`config.mk`:
```
export PLATFORM = sky130hd
export DESIGN_NAME = score_counter
export DESIGN_NICKNAME = d
export VERILOG_FILES = /design/src/rtl/score_counter.sv
export SDC_FILE = /design/constraint.sdc
export NUM_CORES = 1
export LEC_CHECK = 0
export ABC_AREA = 0
export CAP_MARGIN = 20
export CELL_PAD_IN_SITES_DETAIL_PLACEMENT = 1
export CELL_PAD_IN_SITES_GLOBAL_PLACEMENT = 2
export CORE_AREA = 4 4 49 73
export DETAILED_ROUTE_END_ITERATION = 7
export DIE_AREA = 0 0 53 77
export PLACE_DENSITY = 0.74
export SLEW_MARGIN = 20
export SYNTH_ARGS = -nofsm -noshare
export SYNTH_HDL_FRONTEND = slang
export SYNTH_SLANG_ARGS = --single-unit
```
`constraint.sdc`:
```
create_clock -name clk -period 2.19 [get_ports clk]
set_input_delay 0.3285 -clock clk [delete_from_list [all_inputs] [get_ports clk]]
set_output_delay 0.3285 -clock clk [all_outputs]
set_load 0.05 [all_outputs]
```
`src/rtl/score_counter.sv`:
```
// score_counter
//   Score keeper for the snake game core. Counts food-eaten events while a
//   game is running, tracks the game state (idle / playing / over) and
//   saturates at SCORE_MAX, which is also the winning score. The score bus
//   feeds a two-digit 7-segment transcoder, so SCORE_MAX must stay <= 63.
//
//   Parameters:
//     SCORE_MAX   saturation / win value (<= 63)
//     POINTS      score increment per food event (1..7)
//
//   Ports:
//     clk         in   system clock, rising edge
//     rst_n       in   synchronous active-low reset
//     start       in   1-cycle pulse, begin a new game (ignored while playing)
//     eat         in   level, high while the snake head overlaps food
//     game_over   in   1-cycle pulse, collision detected
//     score       out  current score, 0..SCORE_MAX
//     playing     out  high while a game is running
//     win         out  high in the over state when SCORE_MAX was reached
//     high_score  out  best final score since reset
//
//   Configuration macro: HIGH_SCORE_EN
//     defined   -> high_score register, updated on each play->over transition
//     undefined -> high_score is constant zero
module score_counter #(
  parameter int unsigned SCORE_MAX = 63,
  parameter int unsigned POINTS    = 1
) (
  input  logic       clk,
  input  logic       rst_n,
  input  logic       start,
  input  logic       eat,
  input  logic       game_over,
  output logic [6:0] score,
  output logic       playing,
  output logic       win,
  output logic [6:0] high_score
);

  typedef enum logic [1:0] {
    S_IDLE = 2'd0,
    S_PLAY = 2'd1,
    S_OVER = 2'd2
  } state_t;

  state_t     r_state;
  state_t     w_next;
  logic [6:0] r_score;
  logic       r_win;
  logic       r_eat_q;

  logic       w_eat_evt;
  logic [7:0] w_sum;
  logic [6:0] w_inc;
  logic [6:0] w_play_score;
  logic       w_hit_max;

  // One event per rising edge of eat, however long the level is held.
  assign w_eat_evt = eat & ~r_eat_q;

  // 8-bit sum so a large POINTS near the top cannot wrap before saturation.
  assign w_sum        = {1'b0, r_score} + 8'(POINTS);
  assign w_inc        = (w_sum >= 8'(SCORE_MAX)) ? 7'(SCORE_MAX) : w_sum[6:0];
  assign w_play_score = w_eat_evt ? w_inc : r_score;
  assign w_hit_max    = w_eat_evt && (w_inc == 7'(SCORE_MAX));

  // State register
  always_ff @(posedge clk) begin
    if (!rst_n) begin
      r_state <= S_IDLE;
    end else begin
      r_state <= w_next;
    end
  end

  // Next-state logic
  always_comb begin
    w_next = r_state;
    case (r_state)
      S_IDLE: if (start) w_next = S_PLAY;
      S_PLAY: if (w_hit_max || game_over) w_next = S_OVER;
      S_OVER: if (start) w_next = S_PLAY;
      default: w_next = S_IDLE;
    endcase
  end

  // Score, win flag and eat edge history
  always_ff @(posedge clk) begin
    if (!rst_n) begin
      r_score <= '0;
      r_win   <= 1'b0;
      r_eat_q <= 1'b0;
    end else begin
      r_eat_q <= eat;
      case (r_state)
        S_IDLE: begin
          r_score <= '0;
          r_win   <= 1'b0;
        end
        S_PLAY: begin
          // The food eaten on the collision cycle still counts, and a
          // saturating increment wins even if game_over fires with it.
          r_score <= w_play_score;
          if (w_hit_max) r_win <= 1'b1;
        end
        S_OVER: begin
          if (start) begin
            r_score <= '0;
            r_win   <= 1'b0;
          end
        end
        default: begin
          r_score <= '0;
          r_win   <= 1'b0;
        end
      endcase
    end
  end

`ifdef HIGH_SCORE_EN
  logic [6:0] r_high;
  logic       w_end_game;

  // The final score is the value being written on the same edge as the
  // play->over transition, so compare against the incoming score.
  assign w_end_game = (r_state == S_PLAY) && (w_next == S_OVER);

  always_ff @(posedge clk) begin
    if (!rst_n) begin
      r_high <= '0;
    end else if (w_end_game && (w_play_score > r_high)) begin
      r_high <= w_play_score;
    end
  end
`else
  logic [6:0] r_high;
  assign r_high = '0;
`endif

  // Output logic: all outputs come from registers only.
  always_comb begin
    score      = r_score;
    playing    = (r_state == S_PLAY);
    win        = r_win;
    high_score = r_high;
  end

endmodule

```
; Word-level counts from Yosys, hierarchy flattened
; Cells that the tools add are included.
[op_classes]
n_addsub = 1
magnitude_cmp = 1
n_eq_ne = 8
mux = 10
bitwise_logic = 2
reduce_logical = 7
[op_table]
columns = operator, count
row1 = $mux W7, 3
row2 = $pmux W7 S2, 1
row3 = $add A7 B1 Y8 const B, 1
row4 = $ge A8 B6 Y1 const B, 1
row5 = $ne A2 B1 Y1 const B, 4
row6 = $eq A7 B6 Y1 const B, 1
row7 = $reduce_and A2 Y1, 3
row8 = $mux W2, 2
row9 = $pmux W2 S2, 1
row10 = $eq A2 B1 Y1 const B, 1
row11 = $eq A2 B2 Y1 const B, 1
row12 = $logic_not A2 Y1, 1
row13 = $mux W1, 2
row14 = $ne A2 B2 Y1 const B, 1
row15 = $pmux W1 S2, 1
row16 = $reduce_or A2 Y1, 1
row17 = $and A1 B1 Y1, 1
row18 = $logic_and A1 B1 Y1, 1
row19 = $logic_or A1 B1 Y1, 1
row20 = $not A1 Y1, 1
[word_totals]
reg_bits = 11
input_bits = 5
out_inout_bits = 16

; Logic depth before layout (Yosys ltp)
[depth]
word_depth = 8
mapped_depth = 7
mapped_depth_nobuf = 7

; Least setup slack after synthesis
; No wires, ideal clock.
[synth_path]
path_kind = reg2reg
start = register r_score[0] (netlist: score[0])
end = register r_state[1]
setup_time_ps = 63
arrival_time_ps = 2243
required_time_ps = 2127
setup_slack_ps = -116
stages_incl_launch_ff = 8
n_path_buf = 0
synth_period_minus_slack_ps = 2306
path_cell_list = dfxtp_1 > inv_1 > ha_1 > o2bb2ai_1 > nand4_1 > o221a_1 > or4_1 > nand3_1
[synth_via]
elab_chain_cells = 8
[synth_rtl]
columns = element, line_no
row1 = start: declaration, 48  ; logic [6:0] r_score;
row2 = start signal: assignment, 103  ; r_score <= w_play_score;
row3 = $add A7 B1 Y8 *, 62  ; assign w_sum = {1'b0, r_score} + 8'(POINTS);
row4 = $ge A8 B6 Y1, 63  ; assign w_inc = (w_sum >= 8'(SCORE_MAX)) ? 7'(SCORE_MAX) : w_sum[6:0];
row5 = $mux W7 *, 63
row6 = $eq A7 B6 Y1 *, 65  ; assign w_hit_max = w_eat_evt && (w_inc == 7'(SCORE_MAX));
row7 = $logic_and A1 B1 Y1 *, 65
row8 = $logic_or A1 B1 Y1 *, 81  ; S_PLAY: if (w_hit_max || game_over) w_next = S_OVER;
row9 = $ne A2 B1 Y1 (no line) *, --
row10 = $reduce_and A2 Y1 (no line) *, --
row11 = end signal: assignment, 72  ; r_state <= w_next;
row12 = end: declaration, 46  ; state_t r_state;
; Mark *: on every way between the ends. The rest lies on a longest branch, timed or not.
; A chain may end at the register's enable or synchronous reset.

; Final worst setup path
[layout_path]
start = register r_score[1] (netlist: score[1])
end = register r_state[1]
; The elaborated chain is that of the path after synthesis.

==> key figures <==
Route
  • Routed via count: just under 700
  • Via density: ~4.8
  • ANT nets after route: 0
  • Final wirelength: approximately 2.1 mm
  • WL per Instance: 14.2 um
  • DRC: 0
  • Drt pass-1 iters: 4
  • Initial DRC count: 7

GRT
  • GR Layer Usage met1: between 10% and 20%
  • Total gr overflow: 0
  • Initial antenna violation count: 0
  • Most used routing layer: met2
  • Largest net degree at the start of global routing: 10
  • Met2 Track Usage GR: 20.1%
  • First-pass GRT wire length: about 3.4 mm
  • GR Util met3: ~2.5%
  • Number of global-route vias before repair: roughly 730
  • GRT Total Usage: 11.2%

Timing
  • Fin. Hold Viols: 0
  • Final Skew: slightly above 0.006 ns
  • Tmin final: just over 2 ns
  • Final setup violation count: 0
  • Max Slew Vio Count: 0
  • Fmax: 496 MHz
  • Final worst path period share: ~92%
  • Worst Tran Pin Value: 0.498 ns
  • Fin Setup TNS: 0 ns
  • RSZ-0062 raised after global routing: false
  • Worst setup margin: 0.175 ns
  • Max transition margin: approximately 67%

Cells and area
  • Antenna Cells: 0
  • Layout cells sized above 1: between 10% and 20%
  • Area grow syn2layout: 26.7%
  • Fin nets: 113
  • Fill cell total of the finished layout: 374

Clock network
  • # clock sinks: 11
  • Clock latency on the worst-skew pair: around 0.25 ns
  • H-Tree Depth: 1
  • CTS tree: done
  • Clock Root Buffer: clkbuf_8
  • Clk slew on worst S/H paths: about 0.060 ns
  • Bufs on Longest Clock Path: 2
  • CTS Buf Count: 3

Logic synthesis
  • Most frequent cell after synthesis: dfxtp_1
  • Mapped Area: 722 um^2
  • Asr flop ratio synth: 0%
  • Post-synth top flop: dfxtp_1
  • Synth warn: 0
  • Distinct cells, synth: 36
  • Synthesized flop and latch total: 11
  • Top cells by count, synth: dfxtp_1, nand2_1, buf_4, a21oi_1, o21ai_0
  • Syn_area_per_cell: between 7 and 8 um^2
  • Post-synth top area cell: dfxtp_1
  • Post-synth EDFFs: 0
  • Post-Syn Instances: between 90 and 100
  • Share of the synthesized area in the top cell type: around 31%
  • Largest cells by area after synthesis: dfxtp_1, buf_4, a21oi_1, o21ai_0, nand2_1
  • Sequential fraction of the synthesis area: a little under a third

Power
  • Cell area power density: around 550 nW/um^2
  • IR drop worst, VDD: roughly 150 uV
  • Total power: roughly 500 uW
  • Leakage power: approximately 0.00034 uW

Die
  • Area of the core: a little under 3000 um^2
  • DIE AREA: ~4000 um^2
  • I/O pins: 21
  • Row count: 24
  • Die X: roughly 53 um
  • Initial Utilization: 24.8%
  • Die H: between 70 and 80 um

Place
  • DPL Wire Length: approximately 1.6 mm
  • RD Place Congestion: 0.739
  • Dpl ws: between 0.1 and 0.15 ns
  • IO Port Bufs: 13

Critical path
  • Worst Path Max Fanout: 7
  • Flop2flop setup slack: about 0.17 ns
  • WP data arrival: 2.21 ns
  • Critical Path RT: 2.38 ns
  • Startpoint Class: flop
  • CP Capture Type: flop
  • CP Class: reg2reg

Run status
  • Status: complete, no violations

Hold path
  • Hold Path Class: reg2reg

Run
  • Max-cap violations: 0
## state kept, by name, indices dropped and copies added (netlist names)
name	flops
win	1
r_state	2
r_eat_q	1
score	7
## kinds of logic (layout without fill, tap and decap cells)
logic type | count (synthesis) | in the layout | share of synthesized area (%)
compound gates | 27 | 27 | 24.3
flops | 11 | 11 | 30.5
other cells | 1 | 7 | 0.519
xor+xnor | 1 | 1 | 1.21
mux | 1 | 1 | 1.56
buf+inv | 14 | 22 | 11.6
fa+ha+maj | 2 | 2 | 3.47
simple gates | 34 | 34 | 26.9
## per-stage QoR
step                      utilization, %  hold slack [ns]  instance area [um^2]  instances
after floorplan                        -            0.429                   747         97
after global placement              29.7            0.482                   866        140
after detailed placement            29.7            0.500                   866        140
after CTS                           31.3            0.509                   912        144
after global routing                31.4            0.551                   915        144
final                               31.4            0.501                   915        144
## worst max-delay path: stages, from the launching register on
cell     delay, ns
dfxtp_2       0.38
ha_1          0.27
and3_1        0.23
a31oi_1       0.16
o221a_1       0.28
or4_1         0.54
nand3_1       0.09
## worst paths after layout
check                   startpoint                      end  depth (start not counted)
min               win$_SDFFE_PN0P_         win$_SDFFE_PN0P_                          2
min reg2reg       win$_SDFFE_PN0P_         win$_SDFFE_PN0P_                          2
max reg2reg  score[1]$_SDFFE_PN0P_  r_state[1]$_SDFFE_PN0P_                          6
max          score[1]$_SDFFE_PN0P_  r_state[1]$_SDFFE_PN0P_                          6
## power breakdown
part           total, uW  switching (uW)  internal (uW)  leakage, uW
sequential           207            3.72            204    0.0000906
clock                216            89.9            126    0.0000255
combinational       76.3            55.1           21.2     0.000222
total                499             149            351     0.000338
## what timing repair did
item,4_1_cts,5_1_grt
resized for setup,0,1
setup endpoints to repair,0,4
setup buffers,0,0
hold buffers,0,0
## layout make-up
type	count	area (um^2)	area share [%]
inverter	3	11.3	1.23
tap	39	48.8	5.34
clock buffer	3	41.3	4.51
timing repair buffer	15	143	15.6
multi-input combinational	72	440	48.2
sequential	11	225	24.6
clock inverter	1	5.00	0.547
## routing by layer
layer | routed length (um) | vias up
met5 | 0 | -
met4 | 46 | 0
met3 | 96 | 5
met2 | 1100 | 17
met1 | 809 | 329
li1 | - | 344
## cells in the final DEF (no fill, tap or decap)
cell | netlist | routed
clkdlybuf4s50_1 | 0 | 12
nand2_1 | 9 | 9
dfxtp_1 | 11 | 9
a21oi_1 | 7 | 7
o21ai_0 | 7 | 7
conb_1 | 1 | 7
nand3_1 | 4 | 4
inv_1 | 3 | 3
o2bb2ai_1 | 3 | 3
and3_1 | 3 | 3
nor2_1 | 3 | 3
clkbuf_8 | 0 | 3
buf_4 | 8 | 3
nor2b_1 | 2 | 2
nand4_1 | 2 | 2
and2_1 | 2 | 2
o21a_1 | 2 | 2
a21o_1 | 2 | 2
ha_1 | 2 | 2
nand2b_1 | 1 | 1
xor2_1 | 1 | 1
a31oi_1 | 1 | 1
nor4bb_1 | 1 | 1
o221a_1 | 1 | 1
or4b_1 | 1 | 1
o21bai_1 | 1 | 1
or4_1 | 1 | 1
nor3b_1 | 1 | 1
o211ai_1 | 1 | 1
and4bb_2 | 1 | 1
a41oi_1 | 1 | 1
mux2_2 | 1 | 1
nor3_1 | 1 | 1
nand3b_1 | 1 | 1
o31ai_1 | 1 | 1
nor4_1 | 1 | 1
clkinv_2 | 0 | 1
dfxtp_4 | 0 | 1
dfxtp_2 | 0 | 1
(Power assumes the default switching activity.)
